File: src/rtl/uart_tx_frame_ctrl.sv
// UART transmit frame sequencer: one bit period per rising edge of BaudOut.
// Sends start bit, LSB-first data, optional parity and stop bit(s) on TxOut.

// state  | meaning
// IDLE   | line high, BaudRate follows BaudRateReq, waiting for Send
// SYNC   | frame accepted, waiting for the first tick to drop the line
// START  | start bit on the line
// DATA   | data bits on the line, LSB first
// PARITY | parity bit on the line
// STOP   | stop bit(s) on the line
module uart_tx_frame_ctrl #(
    parameter int DATA_BITS = 8,
    parameter int STOP_BITS = 1
) (
    input  logic                 Clk,
    input  logic                 ResetN,
    input  logic                 BaudOut,
    input  logic [1:0]           BaudRateReq,
    input  logic [DATA_BITS-1:0] DataIn,
    input  logic                 Send,
    input  logic [1:0]           ParityType,
    output logic [1:0]           BaudRate,
    output logic                 TxOut,
    output logic                 Ready,
    output logic                 Busy,
    output logic                 Done
);

    localparam int CNT_W = $clog2(DATA_BITS);
    localparam logic [CNT_W-1:0] LAST_BIT = CNT_W'(DATA_BITS - 1);
    localparam logic LAST_STOP = 1'(STOP_BITS - 1);

    typedef enum logic [2:0] {
        S_IDLE,
        S_SYNC,
        S_START,
        S_DATA,
        S_PARITY,
        S_STOP
    } state_t;

    state_t               state, state_nxt;
    logic                 baud_prev;
    logic                 tick;
    logic [DATA_BITS-1:0] shift_reg, shift_nxt;
    logic [CNT_W-1:0]     bit_cnt, bit_cnt_nxt;
    logic                 stop_cnt, stop_cnt_nxt;
    logic                 par_en, par_en_nxt;
    logic                 par_bit, par_bit_nxt;
    logic                 tx_nxt;
    logic                 ready_nxt;
    logic                 done_nxt;
    logic [1:0]           rate_nxt;

    assign tick = BaudOut & ~baud_prev;
    assign Busy = (state != S_IDLE);

    always_ff @(posedge Clk or negedge ResetN) begin
        if (!ResetN) begin
            state     <= S_IDLE;
            baud_prev <= 1'b0;
            shift_reg <= '0;
            bit_cnt   <= '0;
            stop_cnt  <= 1'b0;
            par_en    <= 1'b0;
            par_bit   <= 1'b0;
            TxOut     <= 1'b1;
            Ready     <= 1'b1;
            Done      <= 1'b0;
            BaudRate  <= 2'b10;
        end else begin
            state     <= state_nxt;
            baud_prev <= BaudOut;
            shift_reg <= shift_nxt;
            bit_cnt   <= bit_cnt_nxt;
            stop_cnt  <= stop_cnt_nxt;
            par_en    <= par_en_nxt;
            par_bit   <= par_bit_nxt;
            TxOut     <= tx_nxt;
            Ready     <= ready_nxt;
            Done      <= done_nxt;
            BaudRate  <= rate_nxt;
        end
    end

    always_comb begin
        state_nxt    = state;
        shift_nxt    = shift_reg;
        bit_cnt_nxt  = bit_cnt;
        stop_cnt_nxt = stop_cnt;
        par_en_nxt   = par_en;
        par_bit_nxt  = par_bit;
        tx_nxt       = TxOut;
        ready_nxt    = Ready;
        done_nxt     = 1'b0;
        rate_nxt     = BaudRate;

        case (state)
            S_IDLE: begin
                tx_nxt   = 1'b1;
                rate_nxt = BaudRateReq;
                // A tick coinciding with accept is dropped: SYNC waits for the next one.
                if (Send && Ready) begin
                    shift_nxt   = DataIn;
                    par_en_nxt  = (ParityType == 2'b01) || (ParityType == 2'b10);
                    par_bit_nxt = (ParityType == 2'b10) ? ^DataIn : ~^DataIn;
                    ready_nxt   = 1'b0;
                    state_nxt   = S_SYNC;
                end
            end
            S_SYNC: begin
                if (tick) begin
                    tx_nxt    = 1'b0;
                    state_nxt = S_START;
                end
            end
            S_START: begin
                if (tick) begin
                    tx_nxt      = shift_reg[0];
                    bit_cnt_nxt = '0;
                    state_nxt   = S_DATA;
                end
            end
            S_DATA: begin
                if (tick) begin
                    if (bit_cnt != LAST_BIT) begin
                        bit_cnt_nxt = bit_cnt + CNT_W'(1);
                        shift_nxt   = shift_reg >> 1;
                        tx_nxt      = shift_reg[1];
                    end else if (par_en) begin
                        tx_nxt    = par_bit;
                        state_nxt = S_PARITY;
                    end else begin
                        tx_nxt       = 1'b1;
                        stop_cnt_nxt = 1'b0;
                        state_nxt    = S_STOP;
                    end
                end
            end
            S_PARITY: begin
                if (tick) begin
                    tx_nxt       = 1'b1;
                    stop_cnt_nxt = 1'b0;
                    state_nxt    = S_STOP;
                end
            end
            S_STOP: begin
                if (tick) begin
                    if (stop_cnt != LAST_STOP) begin
                        stop_cnt_nxt = stop_cnt + 1'b1;
                    end else begin
                        done_nxt  = 1'b1;
                        ready_nxt = 1'b1;
                        state_nxt = S_IDLE;
                    end
                end
            end
            default: begin
                state_nxt = S_IDLE;
            end
        endcase
    end

endmodule

File: config.mk
export PLATFORM = sky130hd
export DESIGN_NAME = uart_tx_frame_ctrl
export DESIGN_NICKNAME = d
export VERILOG_FILES = /design/src/rtl/uart_tx_frame_ctrl.sv
export SDC_FILE = /design/constraint.sdc
export NUM_CORES = 1
export LEC_CHECK = 0
export BUFFER_PORTS_ARGS = -buffer_cell sky130_fd_sc_hd__buf_2
export CORE_UTILIZATION = 54
export DETAILED_ROUTE_END_ITERATION = 12
export PLACE_DENSITY_LB_ADDON = 0.05
export RECOVER_POWER = 50
export SYNTH_ARGS = -nofsm -noshare
export SYNTH_HDL_FRONTEND = slang
export SYNTH_SLANG_ARGS = --single-unit
File: constraint.sdc
create_clock -name Clk -period 2 [get_ports Clk]
set_clock_uncertainty 0.1 [all_clocks]
set_input_delay 0.5 -clock Clk [delete_from_list [all_inputs] [get_ports Clk]]
set_output_delay 0.5 -clock Clk [all_outputs]
set_load 0.05 [all_outputs]
# After elaboration in Yosys (flattened, before gate mapping)
# Cells that the tools add are included.
# Widths: inputs -> output; s select.
# op_classes
n_addsub	2
multipliers	0
div_mod_pow	0
n_lt_le_gt_ge	0
eq_ne	18
n_shift	0
muxes	39
n_bitwise	2
n_reduce_logical	18
# ops
op	count
$mux 3	11
$mux 8	3
$ne 2x2->1 const B	10
$mux 1	19
$pmux 3 s6	1
$pmux 8 s2	1
$reduce_and 4->1	3
$reduce_and 8->1	1
$reduce_xnor 8->1	1
$reduce_xor 8->1	1
$eq 3x2->1 const B	2
$eq 3x3->1 const B	2
$pmux 3 s2	1
$reduce_and 6->1	1
$reduce_bool 2->1	3
$reduce_bool 3->1	2
$pmux 1 s5	1
$reduce_and 5->1	1
$reduce_bool 5->1	1
$add 3x1->3 const B	1
$eq 3x1->1 const B	1
$logic_not 3->1	1
$ne 3x3->1 const B	1
$pmux 1 s3	1
other kinds (9)	9
# word_totals
regBits	23
latch_bits	0
ramBits	0
romBits	0
word_cells	90
mem_count	0

# Logic depth before layout (Yosys ltp)
# Gate-level depths: netlist (run 1).
# logic_depth
ltp_word	4
ltp_mapped	6

# Worst setup path after synthesis (run 1)
# No wires, ideal clock.
# synth_timing
kind	register to register
startpoint	register bit_cnt[0]
endpoint	register shift_reg[1]
setup_time_ps	125
arrival_time_ps	1618
required_ps	1775
slack_ps	157
stages_incl_launch_ff	6
path_buffers	0
synth_period_minus_slack_ps	1843
path_cell_list	dfrtp_1 > ha_1 > ha_1 > nand3b_1 > a21oi_4 > mux2_2
# synth_between
elab_chain_cells	3
# synth_lines
item	line_no	source
start: declaration	46	logic [CNT_W-1:0] bit_cnt, bit_cnt_nxt;
start signal: assignment	75	bit_cnt <= bit_cnt_nxt;
$ne 3x3->1	126	if (bit_cnt != LAST_BIT) begin
$ne 2x2->1 (no line)	--	
$reduce_and 4->1 (no line)	--	
end signal: assignment	74	shift_reg <= shift_nxt;
end: declaration	45	logic [DATA_BITS-1:0] shift_reg, shift_nxt;
# No other way between the ends.
# A chain may end at the register's enable or synchronous reset.

# Worst setup path in the final report (run 1)
# layout_timing
startpoint	register state[2]
endpoint	output Busy
# layout_between
elab_chain_cells	1
# layout_lines
item	line_no	source
start: declaration	42	state_t state, state_nxt;
start signal: assignment	72	state <= state_nxt;
$reduce_bool 3->1	56	assign Busy = (state != S_IDLE);
end: declaration	25	output logic Busy,
# No other way between the ends.

==> flow_summary.ini, run 1 <==
[critical_path]
crit_path_max_fanout = 10
reg2reg_to = shift_reg[2]
reg2regPathDepth = 5
timing.rr.start = bit_cnt[0]
reg2reg_setup_slack_ns = 0.11
worstPathCellList = nor3_2 -> inv_1 -> buf_2
timing.critical_path.to_type = output port
cp_slowest_stage_delay_ns = 0.61
worstPathBufferInverterCount = 2
cell_class_contributing_the_biggest_share_of_worst_path_delay = flip-flops
required_time_of_the_worst_setup_path_ns = 1.40
worst_ep_arrival_time_ns = 1.31
worstSetupStartpointType = flop
critPathKind = reg -> out
slowest_stage = dfrtp_1

[min_path]
hold_path_class = in -> reg
worst_hold_path.num_cells = 1
hold_start = BaudOut
min_delay_worst_endpoint = baud_prev

[clocking]
cts.htree.levels = 1
clk_path_buf_depth = 2
post_cts_hold_buffer_count = 0
sinks_on_the_clock_net = 22
cts_buffers = 3
cts_tree = built
worst_setup_hold_path_clk_slew_ns = 0.12
clock_insertion_delay_worst_skew_ns = 0.31
clock_tree.root_cell = clkbuf_4

[placed_design]
post_dp_cell_area_mm2 = 0.00138
post-dp-hpwl_um = 1660
pre_cts_ws_ns = -0.00570
count_of_input_and_output_buffers = 21
gpl.final_weighted_congestion = 0.817

[global_routing]
wire_length_of_the_first_global_routing_pass_um = 3710
grt_start_max_net_pins = 23
grt_antenna_before_repair = 0
track_usage = 0.205
number_of_global_route_vias_before_repair = 841
grt_overflow_total = 0

[sta]
slew_viol_final = 0
timing.fmax_mhz = 524
worst_pin_slew_ns = 1.14
unrepaired_setup_endpoints_after_global_routing = no
finalHoldViolations = 0
fin_ws_ns = 0.0910
min_period_ns = 1.91
fin_crit_sh = 0.955
timing.final.setup_violations = 0
fin_setup_tns_ns = 0
maxSlewHeadroom = 0.240

[die]
std_cell_rows = 16
design.portCount = 22
die_height_um = 49.3
area_of_the_die_mm2 = 0.00243
initial_core_utilization = 0.593
area_inside_the_core_boundary_mm2 = 0.00204
chip_width_um = 49.3

[final_layout]
final-seq-area_um2 = 556
antennaDiodeCount = 0
final_design_area_no_fill_mm2 = 0.00143
largest_register_ffs = 8
layout_cells_sized_above_1 = 0.384
syn2layout_area_growth_pct = 17.8
area_of_the_multi_input_gates_um2 = 614
utilization = 0.698
most_used_cells_in_the_layout_excluding_fill_and_tap_cells = buf_2, dfrtp_1, mux2_2, nand2_1, buf_4
fill_cell_total_of_the_finished_layout = 166
layout.cells.most_common = buf_2
finalNetCount = 159

[logic_synthesis]
post_synth_inst_count = 109
synth_enable_flop_cells = 0
synth_mux_area_frac = 0.164
synthesis.area_per_instance_um2 = 11.1
post_synth_instance_area_mm2 = 0.00121
yosysUniqueCellTypes = 33
synth_sequential_area_ratio = 0.458
yosys_warnings = 0
synth-adder-area-share = 0.0496
synth_xor_xnor_area_share = 0.0620
synth_compound_area_frac = 0.104
synth_simple_gate_area_share = 0.123
most_used_flip_flop_cell_after_synthesis = dfrtp_1
synth_nets = 129
synth.ff_latch_count = 22
asr_flop_ratio_synth = 1.00
main_combinational_cell_family_by_area_after_synthesis = multiplexers

[drt]
drt_wl_total_um = 2190
detailedRoute.firstPassIterationCount = 4
drc_errors = 0
detailroute.via_count = 876
vias_per_cell = 5.31
detail_route.iter0.violations = 7
number_of_nets_with_antenna_violations_after_detailed_routing = 0
routed_wire_length_per_instance_um = 13.3

[run_status]
outcome = completed

[job]
maxCapViolations = 0

[power]
p_leak_nw = 0.729
power.density_mw_per_mm2 = 549
ir_drop_mv = 0.373
## metal layers
metal | vias to the layer above | GRT usage | wire (µm)
li1 | 442 | - | -
met1 | 417 | 0.269 | 1080
met2 | 15 | 0.333 | 1020
met3 | 2 | 0.0405 | 66
met4 | 0 | 0.0735 | 19
met5 | - | 0 | 0
## cells in the mapped netlist (3+ instances only)
cell type | n | area (µm²)
dfrtp_1 | 19 | 475
mux2_2 | 15 | 169
nand2_1 | 8 | 30.0
inv_1 | 6 | 22.5
o21ai_0 | 6 | 30.0
a21oi_1 | 5 | 25.0
nand3_1 | 5 | 25.0
ha_1 | 4 | 50.1
xnor2_1 | 4 | 35.0
dfstp_2 | 3 | 78.8
mux2i_1 | 3 | 30.0
nor2_1 | 3 | 11.3
nor2b_1 | 3 | 18.8
## kinds of logic after synthesis
logic type | after synthesis
AOI/OAI and AO/OA | 19
xor gates and xnor gates | 7
adders and majority gates | 5
buffers and inverters | 10
DFF | 22
muxes | 18
and+or+nand+nor | 28
## worst reg2reg max path, delay by kind of cell, from the launching register on
kind | cells | cell delay (ns)
muxes | 1 | 0.38
adders and majority gates | 2 | 0.41
DFF | 1 | 0.42
AOI/OAI and AO/OA | 1 | 0.29
and+or+nand+nor | 1 | 0.20
## worst max path at each step
stage,cells past startpoint,end,from,slack (ns)
floorplan,5,shift_reg[1],bit_cnt[0],0.16
global placement,5,shift_reg[6],bit_cnt[0],0.09
detailed placement,7,par_bit,ParityType[0],-0.006
CTS,3,Busy,state[2],0.02
global route,5,shift_reg[5],bit_cnt[0],0.002
finish,3,Busy,state[2],0.09
## final cells by class
cell class	instances	share of cell area
clock buffers	4	0.0255
inverters	6	0.0158
multi-input cells	77	0.431
flip-flops and latches	22	0.390
well taps	27	0.0237
repair buffers	29	0.114
## through the flow
| step | power [mW] | instances | hold slack [ns] |
|---|---|---|---|
| final | 0.782 | 165 | 0.231 |
| after global routing | 0.819 | 165 | 0.216 |
| after CTS | 0.792 | 164 | 0.0422 |
| after detailed placement | 0.546 | 160 | 0.393 |
| after global placement | 0.541 | 160 | 0.370 |
| after floorplan | 0.508 | 109 | 0.104 |
## power breakdown
group	internal, mW	leakage (nW)	switching, mW
Combinational	0.0429	0.427	0.0419
Clock	0.111	0.0210	0.136
Sequential	0.449	0.280	0.00158
## what timing repair did
action	in CTS	in global routing
resized for setup	0	2
setup endpoints to repair	0	7
buffers inserted	0	1
Power figures use the tool's default switching activity.
==> inputs of run 2 (changes only) <==
--- a/config.mk
+++ b/config.mk
@@ -8,6 +8,7 @@
 export BUFFER_PORTS_ARGS = -buffer_cell sky130_fd_sc_hd__buf_2
 export CORE_UTILIZATION = 54
 export DETAILED_ROUTE_END_ITERATION = 12
+export HOLD_SLACK_MARGIN = 0.03
 export PLACE_DENSITY_LB_ADDON = 0.05
 export RECOVER_POWER = 50
 export SYNTH_ARGS = -nofsm -noshare
==> constraint.sdc (replaced) <==
create_clock -name Clk -period 2 [get_ports Clk]
set_clock_uncertainty 0.1 [all_clocks]
set_input_delay 0.5 -clock Clk [delete_from_list [all_inputs] [get_ports Clk]]
set_output_delay 0.5 -clock Clk [all_outputs]
set_load 0.1 [all_outputs]
==> run 2 against run 1 <==
- flip-flop and latch count is the same
- via count grew 5.8%
- register-to-register slack is essentially flat
- power shrank 3.5%
- utilization grew 0.37 points
- critical path type unchanged
- highest routed layer unchanged
==> flow_summary.ini, run 2 (same netlist as run 1, synthesis figures left out) <==
[critical_path]
required_time_of_the_worst_setup_path_ns = 1.40
worstPathCellList = buf_2
worstPathBufferInverterCount = 1
timing.critical_path.to_type = output port
cell_class_contributing_the_biggest_share_of_worst_path_delay = flip-flops
cp_slowest_stage_delay_ns = 0.58
worstSetupStartpointType = flop
crit_path_max_fanout = 5
worst_ep_arrival_time_ns = 1.32
slowest_stage = dfstp_2
critPathKind = reg -> out

[final_layout]
finalNetCount = 159
final-seq-area_um2 = 558
area_of_the_multi_input_gates_um2 = 614
antennaDiodeCount = 0
utilization = 0.702
stdcell_count = 165
most_used_cells_in_the_layout_excluding_fill_and_tap_cells = buf_2, dfrtp_1, mux2_2, nand2_1, buf_4
layout_cells_sized_above_1 = 0.391
largest_register_ffs = 8
fill_cell_total_of_the_finished_layout = 162
syn2layout_area_growth_pct = 18.4
layout.cells.most_common = buf_2

[clocking]
cts_buffers = 3
cts_tree = built
cts.htree.levels = 1
worst_setup_hold_path_clk_slew_ns = 0.12
clock_insertion_delay_worst_skew_ns = 0.30
clock_tree.root_cell = clkbuf_4
sinks_on_the_clock_net = 22
clk_path_buf_depth = 2

[die]
die_height_um = 49.3
area_inside_the_core_boundary_mm2 = 0.00204
chip_width_um = 49.3
std_cell_rows = 16
area_of_the_die_mm2 = 0.00243
design.portCount = 22
initial_core_utilization = 0.593

[sta]
slew_viol_final = 0
worst_pin_slew_ns = 1.20
final.hold.worst_slack_ns = 0.234
unrepaired_setup_endpoints_after_global_routing = no
timing.final.setup_violations = 0
fin_setup_tns_ns = 0
maxSlewHeadroom = 0.200
finalHoldViolations = 0
min_period_ns = 1.92
fin_crit_sh = 0.960
timing.fmax_mhz = 521

[drt]
routed_wire_length_per_instance_um = 14.1
detailroute.via_count = 927
number_of_nets_with_antenna_violations_after_detailed_routing = 0
detail_route.iter0.violations = 18
drc_errors = 0
detailedRoute.firstPassIterationCount = 4
vias_per_cell = 5.62
drt_wl_total_um = 2330

[global_routing]
grt_overflow_total = 0
grt_antenna_before_repair = 0
track_usage = 0.224
wire_length_of_the_first_global_routing_pass_um = 4040
number_of_global_route_vias_before_repair = 895
grt_start_max_net_pins = 23

[power]
overall_power_uw = 755
ir_drop_mv = 0.380
power.share.clock = 0.280
power_frac_seq = 0.597
power_switching_uw = 186
share_comb_of_total_power = 0.124
switching_share = 0.246
power.density_mw_per_mm2 = 527
power_report.internal_total_uw = 569
p_leak_nw = 0.722

[placed_design]
gpl.final_weighted_congestion = 0.813
count_of_input_and_output_buffers = 21
placedCellCount = 160
post-dp-hpwl_um = 1710

[run_status]
outcome = completed

[job]
maxCapViolations = 0

[min_path]
hold_path_class = in -> reg
run 2: changes by cell type in the layout (fill, tap and decap cells not counted):
cell,previous run,this run
dfrtp_1,18,16
clkbuf_8,1,0
buf_2,19,18
clkbuf_1,2,3
buf_12,0,1
dfrtp_2,1,3
run 2: power groups by stage:
| stage | clock, mW | sequential (mW) | combinational [mW] |
|---|---|---|---|
| floorplan | 0 | 0.474 | 0.0417 |
| global placement | 0 | 0.458 | 0.0904 |
| detailed placement | 0 | 0.459 | 0.0960 |
| CTS | 0.220 | 0.450 | 0.0962 |
| global route | 0.235 | 0.451 | 0.101 |
| finish | 0.211 | 0.450 | 0.0933 |
run 2: stage by stage:
step           setup WS [ns]  instance area [µm²]
2_1_floorplan        0.00617                 1210
6_report              0.0794                 1430
3_5_place_dp         -0.0143                 1390
3_3_place_gp          0.0908                 1390
4_1_cts               0.0386                 1420
5_1_grt              0.00625                 1430
run 2: path summary, 6_finish.rpt:
kind                              start            to  slack [ns]  cells past startpoint
min in group asynchronous        ResetN          Done        0.31                      1
hold reg to reg            shift_reg[2]  shift_reg[2]        0.42                      1
hold / removal                  BaudOut     baud_prev        0.23                      1
setup / recovery                  Ready         Ready        0.08                      1
max in group asynchronous        ResetN      state[1]        0.71                      1
setup reg to reg             bit_cnt[0]  shift_reg[3]        0.11                      5
run 2: layer usage:
metal  GRT usage  share of wire
met3      0.0405          0.046
met5           0              0
met2       0.384           0.50
met4      0.0735          0.010
met1       0.282           0.44
run 2: what timing repair did:
item,CTS,global route
hold buffers,0,0
setup buffers,0,1
pin swaps,0,1
setup endpoints to repair,1,8
gates resized for setup,1,3
run 2: final cells by class:
class / count / share of cell area
Multi-Input combinational cell: 77 / 0.429
Sequential cell: 22 / 0.390
Timing Repair Buffer: 29 / 0.124
Tap cell: 27 / 0.0236
Clock buffer: 4 / 0.0183
Inverter: 6 / 0.0157
